### src/rtl/sprite_arb_pkg.sv
// Shared types and the round-robin pick function for sprite/palette ROM arbitration.
// Used by rr_arbiter_core and sprite_rom_arbiter.
package sprite_arb_pkg;

  localparam int NUM_REQ_MAX = 8;
  localparam int PTR_W       = $clog2(NUM_REQ_MAX);
  localparam int ROM_ADDR_W  = 10;

  typedef logic [NUM_REQ_MAX-1:0] req_onehot_t;
  typedef logic [ROM_ADDR_W-1:0]  rom_addr_t;

  // First set bit of req at or after ptr, wrapping modulo n (only the low n bits take part).
  function automatic req_onehot_t rr_pick(input logic [PTR_W-1:0] ptr,
                                          input req_onehot_t      req,
                                          input int               n);
    req_onehot_t grant;
    logic        found;
    int          idx;
    grant = '0;
    found = 1'b0;
    for (int k = 0; k < NUM_REQ_MAX; k++) begin
      idx = (int'(ptr) + k) % n;
      if ((k < n) && !found && req[idx[PTR_W-1:0]]) begin
        grant[idx[PTR_W-1:0]] = 1'b1;
        found                 = 1'b1;
      end
    end
    return grant;
  endfunction

endpackage

### src/rtl/rr_arbiter_core.sv
// Round-robin arbiter: request vector plus pointer register to a one-hot grant.
// The pointer moves one past the winner after every grant and holds while idle or disabled.
module rr_arbiter_core
  import sprite_arb_pkg::*;
#(
  parameter int NUM_REQ = 4
) (
  input  logic               clk,
  input  logic               rst_n,
  input  logic               en,
  input  logic [NUM_REQ-1:0] req,
  output logic [NUM_REQ-1:0] grant
);

  localparam int PW = (NUM_REQ > 1) ? $clog2(NUM_REQ) : 1;

  logic [PW-1:0]    ptr;
  logic [PW-1:0]    ptr_next;
  logic [PTR_W-1:0] grant_idx;
  req_onehot_t      req_ext;
  req_onehot_t      pick;
  int               nxt;

  always_comb begin
    req_ext                = '0;
    req_ext[NUM_REQ-1:0]   = req;
    pick                   = rr_pick(PTR_W'(ptr), req_ext, NUM_REQ);
    grant                  = '0;
    grant_idx              = '0;
    for (int i = 0; i < NUM_REQ_MAX; i++) begin
      if (pick[i]) begin
        grant_idx = PTR_W'(i);
      end
    end
    for (int i = 0; i < NUM_REQ; i++) begin
      grant[i] = en & pick[i];
    end
    // Pointer lands one past the winner, wrapping at NUM_REQ.
    nxt = int'(grant_idx) + 1;
    if (nxt >= NUM_REQ) begin
      nxt = 0;
    end
    ptr_next = PW'(nxt);
  end

  always_ff @(posedge clk or negedge rst_n) begin
    if (!rst_n) begin
      ptr <= '0;
    end else if (|grant) begin
      ptr <= ptr_next;
    end
  end

endmodule

### src/rtl/sprite_rom_arbiter.sv
// Shares one sprite-index ROM read port among NUM_REQ pixel-pipeline requesters, tags responses, flags starvation.
// Build option: define SPRITE_ARB_PRIO0_EN to give requester 0 (track tiles) strict priority.
module sprite_rom_arbiter
  import sprite_arb_pkg::*;
#(
  parameter int NUM_REQ     = 4,
  parameter int ADDR_W      = 10,
  parameter int DATA_W      = 8,
  parameter int RAM_LATENCY = 2,
  parameter int MAX_WAIT    = 15
) (
  input  logic                           clk_in,
  input  logic                           rst_in,
  input  logic [NUM_REQ-1:0]             req_valid_in,
  input  logic [NUM_REQ-1:0][ADDR_W-1:0] req_addr_in,
  output logic [NUM_REQ-1:0]             req_ready_out,
  output logic                           ram_en_out,
  output logic [ADDR_W-1:0]              ram_addr_out,
  input  logic [DATA_W-1:0]              ram_data_in,
  output logic [NUM_REQ-1:0]             rsp_valid_out,
  output logic [DATA_W-1:0]              rsp_data_out,
  output logic [NUM_REQ-1:0]             starve_out,
  input  logic                           starve_clr_in
);

  localparam int WAIT_W = $clog2(MAX_WAIT + 1);

  logic                                core_en;
  logic [NUM_REQ-1:0]                  core_req;
  logic [NUM_REQ-1:0]                  core_grant;
  logic [NUM_REQ-1:0]                  grant;
  logic [ADDR_W-1:0]                   ram_addr;
  logic [RAM_LATENCY-1:0][NUM_REQ-1:0] tag_pipe;
  logic [NUM_REQ-1:0][WAIT_W-1:0]      wait_cnt;
  logic [NUM_REQ-1:0][WAIT_W-1:0]      wait_next;
  logic [NUM_REQ-1:0]                  starve_set;
  logic [NUM_REQ-1:0]                  starve;

  rr_arbiter_core #(
    .NUM_REQ (NUM_REQ)
  ) u_core (
    .clk   (clk_in),
    .rst_n (rst_in),
    .en    (core_en),
    .req   (core_req),
    .grant (core_grant)
  );

  // Grants are forced to zero while reset is held so no ROM read or handshake leaks out.
`ifdef SPRITE_ARB_PRIO0_EN
  always_comb begin
    core_req    = req_valid_in;
    core_req[0] = 1'b0;
    core_en     = rst_in & ~req_valid_in[0];
    grant       = core_grant;
    if (rst_in && req_valid_in[0]) begin
      grant    = '0;
      grant[0] = 1'b1;
    end
  end
`else
  always_comb begin
    core_req = req_valid_in;
    core_en  = rst_in;
    grant    = core_grant;
  end
`endif

  always_comb begin
    ram_addr = '0;
    for (int i = 0; i < NUM_REQ; i++) begin
      ram_addr = ram_addr | (req_addr_in[i] & {ADDR_W{grant[i]}});
    end
  end

  // Tag pipe mirrors the ROM latency so each returning word carries its requester.
  always_ff @(posedge clk_in or negedge rst_in) begin
    if (!rst_in) begin
      tag_pipe <= '0;
    end else begin
      tag_pipe[0] <= grant;
      for (int s = 1; s < RAM_LATENCY; s++) begin
        tag_pipe[s] <= tag_pipe[s-1];
      end
    end
  end

  always_comb begin
    wait_next  = '0;
    starve_set = '0;
    for (int i = 0; i < NUM_REQ; i++) begin
      if (req_valid_in[i] && !grant[i]) begin
        wait_next[i]  = (wait_cnt[i] == WAIT_W'(MAX_WAIT)) ? wait_cnt[i]
                                                           : wait_cnt[i] + WAIT_W'(1);
        starve_set[i] = (wait_next[i] == WAIT_W'(MAX_WAIT));
      end
    end
  end

  // A set in the same cycle as a clear wins, so a requester still starving keeps its flag.
  always_ff @(posedge clk_in or negedge rst_in) begin
    if (!rst_in) begin
      wait_cnt <= '0;
      starve   <= '0;
    end else begin
      wait_cnt <= wait_next;
      starve   <= (starve & ~{NUM_REQ{starve_clr_in}}) | starve_set;
    end
  end

  assign req_ready_out = grant;
  assign ram_en_out    = |grant;
  assign ram_addr_out  = ram_addr;
  assign rsp_valid_out = tag_pipe[RAM_LATENCY-1];
  assign rsp_data_out  = ram_data_in;
  assign starve_out    = starve;

endmodule

### config.mk
export PLATFORM = sky130hd
export DESIGN_NAME = sprite_rom_arbiter
export DESIGN_NICKNAME = d
export VERILOG_FILES = /design/src/rtl/sprite_arb_pkg.sv /design/src/rtl/rr_arbiter_core.sv /design/src/rtl/sprite_rom_arbiter.sv
export SDC_FILE = /design/constraint.sdc
export NUM_CORES = 1
export LEC_CHECK = 0
export ABC_AREA = 1
export CORE_MARGIN = 4
export CORE_UTILIZATION = 44
export DETAILED_ROUTE_END_ITERATION = 7
export GPL_TIMING_DRIVEN = 0
export PLACE_DENSITY = 0.88
export SYNTH_ARGS = -nofsm -noshare
export SYNTH_HDL_FRONTEND = slang
export SYNTH_SLANG_ARGS = --single-unit
### constraint.sdc
create_clock -name clk_in -period 3.4 [get_ports clk_in]
set_input_delay 0.68 -clock clk_in [delete_from_list [all_inputs] [get_ports clk_in]]
set_output_delay 0.68 -clock clk_in [all_outputs]
set_load 0.1 [all_outputs]
==> results.py <==
metrics = {
    "run_status": {
        "status": "completed",
    },
    "placed_design": {
        "dp.cells": 407,
        "place_hpwl_um": 4410,
        "io_buffers": 77,
        "gp_congestion": 0.900,
    },
    "sta": {
        "period_share": 0.951,
        "timing.setup.tns_ns": 0,
        "slew_violations": 0,
        "fin_skew_ns": 0.00461,
        "setup_violations": 0,
        "rsz0062_at_grt": "no",
        "relSlewSlack": 0.349,
        "hold_violations": 0,
        "fmax_mhz": 309,
        "period_needed_ns": 3.23,
        "tightest_slew_ns": 0.973,
    },
    "drt": {
        "drt_iter0_drc": 113,
        "wl_per_cell_um": 13.7,
        "vias": 2131,
        "viasPerCell": 5.09,
        "drt-total-wl_um": 5760,
        "drc": 0,
        "drt_pre_antenna_iters": 4,
        "ant_nets": 0,
    },
    "critical_path": {
        "cpPeakStageDelay_ns": 0.42,
        "worstPathMaxFanout": 11,
        "cp.required_ns": 2.72,
        "crit_chain": "buf_6 > inv_8 > ha_4 > nand3_1 > nand2_2 > nand2_4 > inv_2 > nand3_2 > nand2_1 > nor2_4 > nor2_4 > buf_6 > nand2_1 > nand4_1 > buf_8",
        "crit_type": "flop to output port",
        "worstPathArrival_ns": 2.55,
        "end_kind": "output port",
        "critPathLaunchType": "flop",
        "critical-path-slowest-cell": "dfrtp_1",
    },
    "global_route": {
        "grt_overflow": 0,
        "antenna_found_initial": 0,
        "grt_max_degree": 37,
        "grt_pass1_wl_um": 9290,
        "grt_pass1_vias": 2120,
        "grtUsageTotal": 0.191,
    },
    "clocking": {
        "path_clk_slew_ns": 0.06,
        "cts_buffer_depth": 2,
        "cts_tree": "yes",
        "clock-sinks": 30,
        "cts_root_buf": "clkbuf_8",
        "cts_inserted_buffers": 5,
        "insertion_delay_ns": 0.28,
        "htree_levels": 2,
    },
    "synth": {
        "synthesis.area_mm2": 0.00212,
        "synth_edf_count": 0,
        "synthFlopType": "dfrtp_1",
        "synth_top_cell_area_share": 0.354,
        "netlist_instances": 276,
        "synth_top_area_cell": "dfrtp_1",
        "synthTopCellsByCount": "76 x nand2_1, 36 x nand3_1, 30 x dfrtp_1",
        "synth_seq_area_share": 0.354,
        "postSynthAreaPerCell_um2": 7.69,
        "ys_warn_count": 0,
        "yosys_register_bits": 30,
        "async_reset_ff_frac": 1.00,
        "synth_cell_types": 27,
        "synth_area_leaders": "dfrtp_1 35%, nand2_1 13%, nand3_1 8.5%, ha_1 5.3%, buf_4 4.2%",
        "syn_nets": 340,
        "synth.most_common_cell": "nand2_1",
    },
    "layout": {
        "nets": 428,
        "seqCellArea_um2": 752,
        "postLayoutCoreUtil": 0.684,
        "fin_cells": 419,
        "antenna_cells": 0,
        "drive_gt1_frac": 0.255,
        "area.growth.synth_to_final_pct": 51.1,
        "fillCellCount": 370,
        "multiInputGateArea_mm2": 0.00120,
    },
    "die": {
        "core_mm2": 0.00469,
        "die_h_um": 77.5,
        "die_area_mm2": 0.00600,
        "start_util": 0.453,
        "rows": 25,
        "num_io_pins": 86,
        "die_w_um": 77.5,
    },
    "hold_path": {
        "hp-class": "flop to flop",
    },
    "flow_run": {
        "maxCapViolations": 0,
    },
}
==> timing repair <==
action	CTS	global route
gates resized for setup	102	17
hold endpoints to repair	0	0
setup endpoints to repair	15	14
buffers inserted	0	2
pin swaps	0	2
hold buffers	0	0
cloned	0	2
==> worst max-delay path: cells and delay by family, from the launching register on <==
kind          cells  cell delay (ns)
fa+ha+maj         1             0.29
buf+inv           5             0.70
simple gates      9             0.84
flops             1             0.42
==> per-layer routing <==
| layer | share of wire | track usage |
|---|---|---|
| met1 | 0.41 | 0.212 |
| met2 | 0.55 | 0.351 |
| met3 | 0.027 | 0.0348 |
| met4 | 0.014 | 0.0890 |
| met5 | 0 | 0 |
==> per-stage QoR <==
stage               area [µm²]  setup WS (ns)  hold slack, ns
finish                    3210          0.167           0.346
CTS                       3120       -0.00721           0.347
global route              3210        0.00986           0.355
detailed placement        3000         -0.957           0.336
floorplan                 2170         -0.262           0.331
global placement          3010          -1.59           0.333
==> registers in the layout, indices dropped and copies added (netlist names) <==
signal,cells
rsp_valid_out,4
wait_cnt,16
u_core.ptr,2
starve_out,4
tag_pipe,4
==> placed cells by master, fill, tap and decap left out, types with 5 or more instances in the layout <==
cell type and instances:
nand2_1 71, buf_4 19, inv_2 5, dfrtp_1 29, nor2_1 19, a21oi_1 10
ha_1 8, clkbuf_8 8, nand2_2 12, nor2_4 5, clkdlybuf4s50_1 57, inv_1 14
nand3_1 33, buf_6 8, nand3_2 6, nand4_1 10
==> final timing paths <==
path,slack [ns],start,cells past startpoint,to
max,0.17,u_core.ptr[0],15,ram_addr_out[1]
min in group asynchronous,0.49,rst_in,1,wait_cnt[4]
max in group asynchronous,2.36,rst_in,1,u_core.ptr[1]
max reg2reg,1.27,u_core.ptr[0],14,u_core.ptr[1]
min reg2reg,0.35,tag_pipe[3],0,rsp_valid_out[3]
min,0.35,tag_pipe[3],0,rsp_valid_out[3]
==> area by class of cell <==
cell class,count,area share
Buffer,17,0.0445
Clock buffer,8,0.0343
Inverter,23,0.0320
Multi-Input combinational cell,206,0.376
Sequential cell,30,0.234
Tap cell,54,0.0211
Timing Repair Buffer,80,0.256
Timing Repair inverter,1,0.00234
==> cells by family after synthesis <==
logic type | count (synthesis) | share of synthesized area
muxes | 4 | 0.0189
DFF | 30 | 0.354
buffers and inverters | 40 | 0.108
and+or+nand+nor | 175 | 0.417
adders and majority gates | 9 | 0.0530
AOI/OAI and AO/OA | 14 | 0.0330
xor gates and xnor gates | 4 | 0.0165
Power is not shown: default switching activity piles up to over one toggle a cycle in this logic, so the estimate is an artifact.
